[src/rtl/wave_motion.sv]
// wave_motion: frame-rate anchor generator for the scrolling surface wave train.
// A frame divider gates updates. Each update steps waveX left, wrapping it
// modulo the wave spacing, and advances a triangle-wave bob that drives waveY.
// All state changes land on the clock edge after a qualifying frame_tick.
module wave_motion #(
  parameter int X_START   = 640,
  parameter int X_PERIOD  = 64,
  parameter int STEP      = 2,
  parameter int Y_BASE    = 36,
  parameter int Y_AMP     = 6,
  parameter int FRAME_DIV = 2
) (
  input  logic               clk,
  input  logic               rst,
  input  logic               frame_tick,
  input  logic               enable,
  output logic signed [11:0] waveX,
  output logic signed [11:0] waveY,
  output logic               wrapped
);

  localparam int CW = (FRAME_DIV > 1) ? $clog2(FRAME_DIV) : 1;
  localparam logic [CW-1:0]      CNT_LAST = CW'(FRAME_DIV - 1);
  localparam logic signed [12:0] STEP13   = 13'(STEP);
  localparam logic signed [12:0] PER13    = 13'(X_PERIOD);
  localparam logic signed [12:0] WRAP_LIM = 13'(X_START - X_PERIOD);
  localparam logic signed [11:0] X_INIT   = 12'(X_START);
  localparam logic signed [11:0] Y_INIT   = 12'(Y_BASE);
  localparam logic [3:0]         AMP      = 4'(Y_AMP);

  localparam logic [0:0] ST_DOWN = 1'b0;
  localparam logic [0:0] ST_UP   = 1'b1;

  logic [CW-1:0]      cnt;
  logic [0:0]         state, state_nxt;
  logic [3:0]         off, off_nxt;
  logic               fire;
  logic signed [12:0] t;
  logic [11:0]        x_nxt;
  logic               wrap_nxt;

  // An update fires on the enabled tick that completes a divider period.
  assign fire = frame_tick & enable & (cnt == CNT_LAST);

  // Horizontal step at 13-bit signed width so the wrap compare cannot overflow.
  always_comb begin
    t        = $signed({waveX[11], waveX}) - STEP13;
    wrap_nxt = (t <= WRAP_LIM);
    x_nxt    = wrap_nxt ? 12'(t + PER13) : t[11:0];
  end

  // Bob state machine: ramp offset up to Y_AMP, then back down to 0.
  always_comb begin
    state_nxt = state;
    off_nxt   = off;
    if (AMP == 4'd0) begin
      state_nxt = ST_DOWN;
      off_nxt   = 4'd0;
    end else if (state == ST_DOWN) begin
      if (off == AMP) begin
        state_nxt = ST_UP;
        off_nxt   = AMP - 4'd1;
      end else begin
        off_nxt = off + 4'd1;
      end
    end else begin
      if (off == 4'd0) begin
        state_nxt = ST_DOWN;
        off_nxt   = 4'd1;
      end else begin
        off_nxt = off - 4'd1;
      end
    end
  end

  // Frame divider: counts enabled ticks, holds while disabled.
  always_ff @(posedge clk) begin
    if (rst)
      cnt <= '0;
    else if (frame_tick && enable)
      cnt <= (cnt == CNT_LAST) ? '0 : cnt + 1'b1;
  end

  // Output and bob registers; wrapped is a single-cycle pulse on updates.
  always_ff @(posedge clk) begin
    if (rst) begin
      waveX   <= X_INIT;
      waveY   <= Y_INIT;
      wrapped <= 1'b0;
      state   <= ST_DOWN;
      off     <= 4'd0;
    end else begin
      wrapped <= fire & wrap_nxt;
      if (fire) begin
        waveX <= x_nxt;
        waveY <= Y_INIT + $signed({8'd0, off_nxt});
        state <= state_nxt;
        off   <= off_nxt;
      end
    end
  end

endmodule

[config.mk]
export PLATFORM = sky130hd
export DESIGN_NAME = wave_motion
export DESIGN_NICKNAME = d
export VERILOG_FILES = /design/src/rtl/wave_motion.sv
export SDC_FILE = /design/constraint.sdc
export NUM_CORES = 1
export LEC_CHECK = 0
export CAP_MARGIN = 20
export CORE_UTILIZATION = 49
export CTS_CLUSTER_DIAMETER = 60
export DETAILED_ROUTE_END_ITERATION = 7
export PLACE_DENSITY = 0.78
export SLEW_MARGIN = 0
export SYNTH_ARGS = -nofsm -noshare
export SYNTH_HDL_FRONTEND = slang
export SYNTH_SLANG_ARGS = --single-unit
[constraint.sdc]
create_clock -name clk -period 3.2 [get_ports clk]
set_clock_uncertainty 0.2 [all_clocks]
set_input_delay 0.48 -clock clk [delete_from_list [all_inputs] [get_ports clk]]
set_output_delay 0.48 -clock clk [all_outputs]
set_load 0.02 [all_outputs]
==> results.cfg, run 1 <==
[job]
drv.max_cap_violation_count = 0

[critical_path]
critical_path.startpoint = waveX[1]$_SDFFE_PP0P_
worst_path_max_delay_cell = sky130_fd_sc_hd__or4_4
cpPeakStageDelay_ns = 0.50
r2r_end = waveX[8]$_SDFFE_PP0P_
biggest_fanout_along_the_worst_timing_path = 9
criticalPathCategory = reg2reg
reg_to_reg_slack_setup_ns = 0.33
setup.worst_path.end = waveX[8]$_SDFFE_PP0P_
end_kind = register
setup.worst_path.start_class = register
regToRegStartpoint = waveX[1]$_SDFFE_PP0P_
r2r_cells = 9
worstPathRequired_ns = 3.19
cp_cell_sequence = inv_1, ha_1, or3b_2, or4_4, a21oi_4, o21ai_1, a31oi_1, a2bb2oi_1, nor2_1
timing.critical_path.arrival_ns = 2.85

[logic_synthesis]
yosysTopAreaCell = sky130_fd_sc_hd__dfxtp_1
synth_xor_area_frac = 0.0848
number_of_standard_cells_after_synthesis = 186
synth-simple-area-share = 0.283
synthAdderAreaFrac = 0.0346
yosys-top-cells-count = sky130_fd_sc_hd__dfxtp_1 (21), sky130_fd_sc_hd__nand2_1 (19), sky130_fd_sc_hd__nor2_1 (18)
syn_avg_cell_area_um2 = 7.78
main_combinational_cell_family_by_area_after_synthesis = simple AND/OR/NAND/NOR gates
async_flop_share = 0
synth.lib_cells_used.distinct = 46
yosys-top-cells-area = sky130_fd_sc_hd__dfxtp_1 (29%), sky130_fd_sc_hd__buf_4 (5.2%), sky130_fd_sc_hd__nand2_1 (4.9%)
syn-cell-area_um2 = 1450
yosys_warnings = 0
yosysTopAreaCellShare = 0.291
synth-edff-count = 0
synth-main-ff-cell = sky130_fd_sc_hd__dfxtp_1
synthesized_area_fraction_occupied_by_ao_oa_aoi_and_oai_cells = 0.193
post-synth-top-count-cell = sky130_fd_sc_hd__dfxtp_1
mux_contribution_to_synthesized_area = 0.0138
flip_flop_and_latch_count_after_synthesis = 21
synth_sequential_area_ratio = 0.291

[grt]
grt_max_degree = 21
number_of_antenna_violations_at_the_first_check_in_global_routing = 0
grt.overflow.total = 0
vias_in_the_first_global_route = 1239
globalRouteTotalUtil = 0.212
grt_pass1_wl_mm = 5.35

[floorplanning]
floorplan.io_pins = 29
initial_core_util = 0.520
rows = 19
floorplan.core_area_um2 = 2780
dieArea_um2 = 3170
chipHeight_um = 56.3
die_width_um = 56.3

[clock_tree]
cts_inserted_buffers = 3
numClockSinks = 21
ctsHoldBuffers = 0
path_clk_slew_ns = 0.12
cts_tree = done
insertion_delay_ns = 0.31
clock-root-buffer = sky130_fd_sc_hd__clkbuf_4
cts_resized = 0
clk_path_buf_depth = 2
cts_setup_buffers = 0
h-tree-depth = 1

[hold_path]
worst_hold_path_type = reg2reg

[pwr]
pwr_density_cell_nw_per_um2 = 337
vdd_ir_drop_max_uv = 263
p_leak_nw = 0.573

[routing]
routed-via-count = 1327
postRouteAntennaNets = 0
postRouteWirelength_mm = 3.07
initial_drc_count = 39
number_of_drc_violations_after_detailed_routing = 0
route.detailed.wl_per_inst_um = 13.5
detail_route.vias_per_cell = 5.85
detail_route.first_pass.iterations = 4

[sta]
timing.final.crit_period_ns = 2.87
holdWs_ns = 0.265
setup_violations = 0
finalHoldViolations = 0
timing.slew.headroom = 0.495
finalCritPeriodShare = 0.897
fin_setup_tns_ns = 0
max_clock_freq_mhz = 349
grt_setup_unrepaired = false
worst_slew_pin_slew_ns = 0.755
final-max-slew-violation-count = 0

[placed_design]
place.gp.congestion = 0.923
dpl.hpwl_mm = 2.26
buffer_ports.inserted = 20

[finish]
syn_to_final_growth_pct = 11.9
post_route_cells_drive_above_1_share = 0.0663
nFillCells = 252
finalNetCount = 205
antennaDiodeCount = 0

[outcome]
outcome = finished clean
cell type report:
cell class,count,area [um2],area share
timing repair buffer,22,215,0.133
inverter,2,7.51,0.00464
tap,31,38.8,0.0240
sequential,21,420,0.260
clock buffer,4,26.3,0.0162
multi-input combinational,147,911,0.563
worst max-delay path, delay by kind of cell (launching register included):
kind	cells	cell delay [ns]
buffers and inverters	1	0.11
and+or+nand+nor	3	1.03
DFF	1	0.41
adders and majority gates	1	0.32
AOI/OAI and AO/OA	4	0.66
worst min path at each step:
stage	cells after the start	start	to	slack (ns)
2_1_floorplan	2	cnt$_SDFFE_PP0P_	cnt$_SDFFE_PP0P_	0.29
3_3_place_gp	1	waveY[2]$_SDFFE_PP1P_	waveY[2]$_SDFFE_PP1P_	0.24
3_5_place_dp	2	waveY[3]$_SDFFE_PP0P_	waveY[3]$_SDFFE_PP0P_	0.25
4_1_cts	2	waveY[3]$_SDFFE_PP0P_	waveY[3]$_SDFFE_PP0P_	0.27
5_1_grt	2	waveY[3]$_SDFFE_PP0P_	waveY[3]$_SDFFE_PP0P_	0.28
6_report	2	waveY[3]$_SDFFE_PP0P_	waveY[3]$_SDFFE_PP0P_	0.26
per-layer routing:
layer	GRT usage	part of all wire	vias to the layer above
li1	-	-	662
met1	0.252	0.47	637
met2	0.378	0.49	23
met3	0.0253	0.028	5
met4	0.0976	0.016	0
met5	0	0	-
placed cells by master (no fill, tap or decap), types with 3 or more instances in the layout:
| cell | instances |
|---|---|
| sky130_fd_sc_hd__dfxtp_1 | 21 |
| sky130_fd_sc_hd__o21ai_1 | 3 |
| sky130_fd_sc_hd__and2_1 | 3 |
| sky130_fd_sc_hd__xnor2_1 | 7 |
| sky130_fd_sc_hd__nand4_1 | 3 |
| sky130_fd_sc_hd__nor3_1 | 11 |
| sky130_fd_sc_hd__nand3_1 | 5 |
| sky130_fd_sc_hd__clkbuf_4 | 3 |
| sky130_fd_sc_hd__nor2_1 | 18 |
| sky130_fd_sc_hd__clkdlybuf4s50_1 | 20 |
| sky130_fd_sc_hd__a31oi_1 | 6 |
| sky130_fd_sc_hd__a21o_1 | 3 |
| sky130_fd_sc_hd__o31ai_1 | 3 |
| sky130_fd_sc_hd__a21oi_1 | 12 |
| sky130_fd_sc_hd__ha_1 | 4 |
| sky130_fd_sc_hd__o21ai_0 | 5 |
| sky130_fd_sc_hd__nand2_1 | 19 |
| sky130_fd_sc_hd__xor2_1 | 7 |
| sky130_fd_sc_hd__conb_1 | 8 |
flip-flops by register name, indices dropped and copies added (netlist names):
name	cells
waveX	11
off	4
waveY	3
cnt	1
state	1
wrapped	1
report_power, final:
| part | internal (mW) | leakage [nW] | switching, mW |
|---|---|---|---|
| Combinational | 0.0527 | 0.388 | 0.0770 |
| Sequential | 0.268 | 0.170 | 0.0137 |
| Clock | 0.0487 | 0.0150 | 0.0845 |
| Total | 0.370 | 0.573 | 0.175 |
kinds of logic (layout without fill, tap and decap cells):
group	count (synthesis)	count (layout)
other	2	8
buffers and inverters	24	28
muxes	2	2
adders and majority gates	4	4
and+or+nand+nor	77	77
xor gates and xnor gates	14	14
DFF	21	21
AOI/OAI and AO/OA	42	42
through the flow:
stage | cell area, um2 | cells | util | total power, mW | setup slack, ns
floorplan | 1470 | 192 | - | 0.392 | 0.469
global placement | 1590 | 223 | 0.573 | 0.414 | 0.446
detailed placement | 1590 | 223 | 0.573 | 0.417 | 0.366
CTS | 1620 | 227 | 0.582 | 0.552 | 0.344
global route | 1620 | 227 | 0.582 | 0.579 | 0.109
finish | 1620 | 227 | 0.582 | 0.545 | 0.331
No activity file was read; power rests on OpenSTA's default activity.
==> inputs of run 2 (changes only) <==
--- a/config.mk
+++ b/config.mk
@@ -9,6 +9,7 @@
 export CORE_UTILIZATION = 49
 export CTS_CLUSTER_DIAMETER = 60
 export DETAILED_ROUTE_END_ITERATION = 7
+export MAX_ROUTING_LAYER = met4
 export PLACE_DENSITY = 0.78
 export SLEW_MARGIN = 0
 export SYNTH_ARGS = -nofsm -noshare
==> results.cfg, run 2 (same netlist as run 1, synthesis figures left out) <==
[outcome]
outcome = finished clean

[critical_path]
setup.worst_path.start_class = register
worst_path_max_delay_cell = sky130_fd_sc_hd__or4_4
r2r_cells = 9
r2r_end = waveX[6]$_SDFFE_PP0P_
reg_to_reg_slack_setup_ns = 0.36
cp_cell_sequence = inv_1, ha_1, or3b_2, or4_4, a21oi_4, o31ai_1, a211oi_2, xor2_1, nor2_1
biggest_fanout_along_the_worst_timing_path = 9
end_kind = register
cpPeakStageDelay_ns = 0.50
regToRegStartpoint = waveX[1]$_SDFFE_PP0P_
critical_path.startpoint = waveX[1]$_SDFFE_PP0P_
worst-path-buf-inv = 1
worst-path-stages = 9
timing.critical_path.max_delay_family = simple AND/OR/NAND/NOR gates
setup.worst_path.end = waveX[6]$_SDFFE_PP0P_
worstPathRequired_ns = 3.18
criticalPathCategory = reg2reg
timing.critical_path.arrival_ns = 2.81

[sta]
max_clock_freq_mhz = 352
finalHoldViolations = 0
holdWs_ns = 0.270
finalCritPeriodShare = 0.887
fin_setup_tns_ns = 0
worst_slew_pin_slew_ns = 0.766
grt_setup_unrepaired = false
timing.slew.headroom = 0.488
setup_violations = 0
final-max-slew-violation-count = 0
timing.final.crit_period_ns = 2.84

[routing]
routed-via-count = 1316
postRouteWirelength_mm = 3.05
initial_drc_count = 50
route.detailed.wl_per_inst_um = 13.4
detail_route.vias_per_cell = 5.80
postRouteAntennaNets = 0
detail_route.first_pass.iterations = 4
number_of_drc_violations_after_detailed_routing = 0

[finish]
final-instance-count-excl-fill = 227
most_frequent_standard_cell_in_the_layout_excluding_fill_and_tap_cells = sky130_fd_sc_hd__dfxtp_1
nFillCells = 274
largest_reg_flops = 11
syn_to_final_growth_pct = 11.9
antennaDiodeCount = 0
reg.largest.list = waveX (11), off (4), waveY (3)
post_route_cells_drive_above_1_share = 0.0663
fin_util = 0.582
finalNetCount = 205
layout_common_cells = sky130_fd_sc_hd__dfxtp_1 (21), sky130_fd_sc_hd__clkdlybuf4s50_1 (20), sky130_fd_sc_hd__nand2_1 (19)
register_bank_with_the_most_flops = waveX
final_area_um2 = 1620

[placed_design]
place.gp.congestion = 0.924
buffer_ports.inserted = 20
dpl.hpwl_mm = 2.25
postPlaceCellArea_um2 = 1590
dp_cells = 223

[clock_tree]
cts_tree = done
cts_setup_buffers = 0
cts_resized = 0
numClockSinks = 21
clock-root-buffer = sky130_fd_sc_hd__clkbuf_4
ctsHoldBuffers = 0
cts_inserted_buffers = 3
h-tree-depth = 1
clk_path_buf_depth = 2
insertion_delay_ns = 0.31
path_clk_slew_ns = 0.13

[floorplanning]
die_width_um = 56.3
floorplan.io_pins = 29
chipHeight_um = 56.3
rows = 19
dieArea_um2 = 3170
initial_core_util = 0.520
floorplan.core_area_um2 = 2780

[pwr]
pwr_density_cell_nw_per_um2 = 336
switch_pwr_uw = 174
vdd_ir_drop_max_uv = 297
clock_power_share = 0.244
p_seq_frac = 0.519
p_int_uw = 370
p_leak_nw = 0.573
relative_contribution_of_combinational_cells_to_total_power = 0.237
netSwitchingFraction = 0.320

[grt]
grt_pass1_wl_mm = 5.12
globalRouteTotalUtil = 0.208
globalRouteMet2Util = 0.364
met3_usage = 0.0276
grt.overflow.total = 0
number_of_antenna_violations_at_the_first_check_in_global_routing = 0
grt_max_degree = 21
gr-usage-met1 = 0.254
vias_in_the_first_global_route = 1158
globalRoute.busiestLayer = met2

[job]
drv.max_cap_violation_count = 0

[hold_path]
worst_hold_path_type = reg2reg
-- run 2: cell counts in the layout (fill, tap and decap cells not counted) --
Identical to the previous run, type by type.
-- run 2: cell type report --
cell class | count | area [um2] | area share
tap | 31 | 38.8 | 0.0240
inverter | 2 | 7.51 | 0.00464
clock buffer | 4 | 26.3 | 0.0162
sequential | 21 | 420 | 0.260
timing repair buffer | 22 | 215 | 0.133
multi-input combinational | 147 | 911 | 0.563
-- run 2: how the worst min path moves through the flow --
stage,start,end,slack (ns),cells past startpoint
global placement,waveY[2]$_SDFFE_PP1P_,waveY[2]$_SDFFE_PP1P_,0.24,1
floorplan,cnt$_SDFFE_PP0P_,cnt$_SDFFE_PP0P_,0.29,2
global route,waveY[3]$_SDFFE_PP0P_,waveY[3]$_SDFFE_PP0P_,0.30,2
detailed placement,waveY[3]$_SDFFE_PP0P_,waveY[3]$_SDFFE_PP0P_,0.26,2
finish,waveY[3]$_SDFFE_PP0P_,waveY[3]$_SDFFE_PP0P_,0.27,2
CTS,waveY[3]$_SDFFE_PP0P_,waveY[3]$_SDFFE_PP0P_,0.27,2
-- run 2: power by group through the flow --
stage / combinational, mW / clock [mW] / sequential, mW
floorplan: 0.105 / 0 / 0.287
global placement: 0.128 / 0 / 0.287
detailed placement: 0.129 / 0 / 0.288
CTS: 0.129 / 0.136 / 0.282
global route: 0.143 / 0.148 / 0.284
finish: 0.129 / 0.133 / 0.282
-- run 2: per-stage QoR --
stage,setup slack [ns],power [mW]
after floorplan,0.469,0.392
after global placement,0.446,0.415
after detailed placement,0.371,0.416
after CTS,0.359,0.547
after global routing,0.178,0.575
final,0.362,0.543
-- run 2: tightest hold or removal path, delay by kind of cell (launching register included) --
family / cells / cell delay [ns]
flip-flops: 1 / 0.33
AND/OR/NAND/NOR: 1 / 0.05
AO/OA/AOI/OAI: 1 / 0.05
-- run 2: layer usage --
layer,share of wire,vias to the layer above
li1,-,663
met1,0.46,621
met2,0.50,30
met3,0.039,2
met4,0.0049,0
met5,0,-
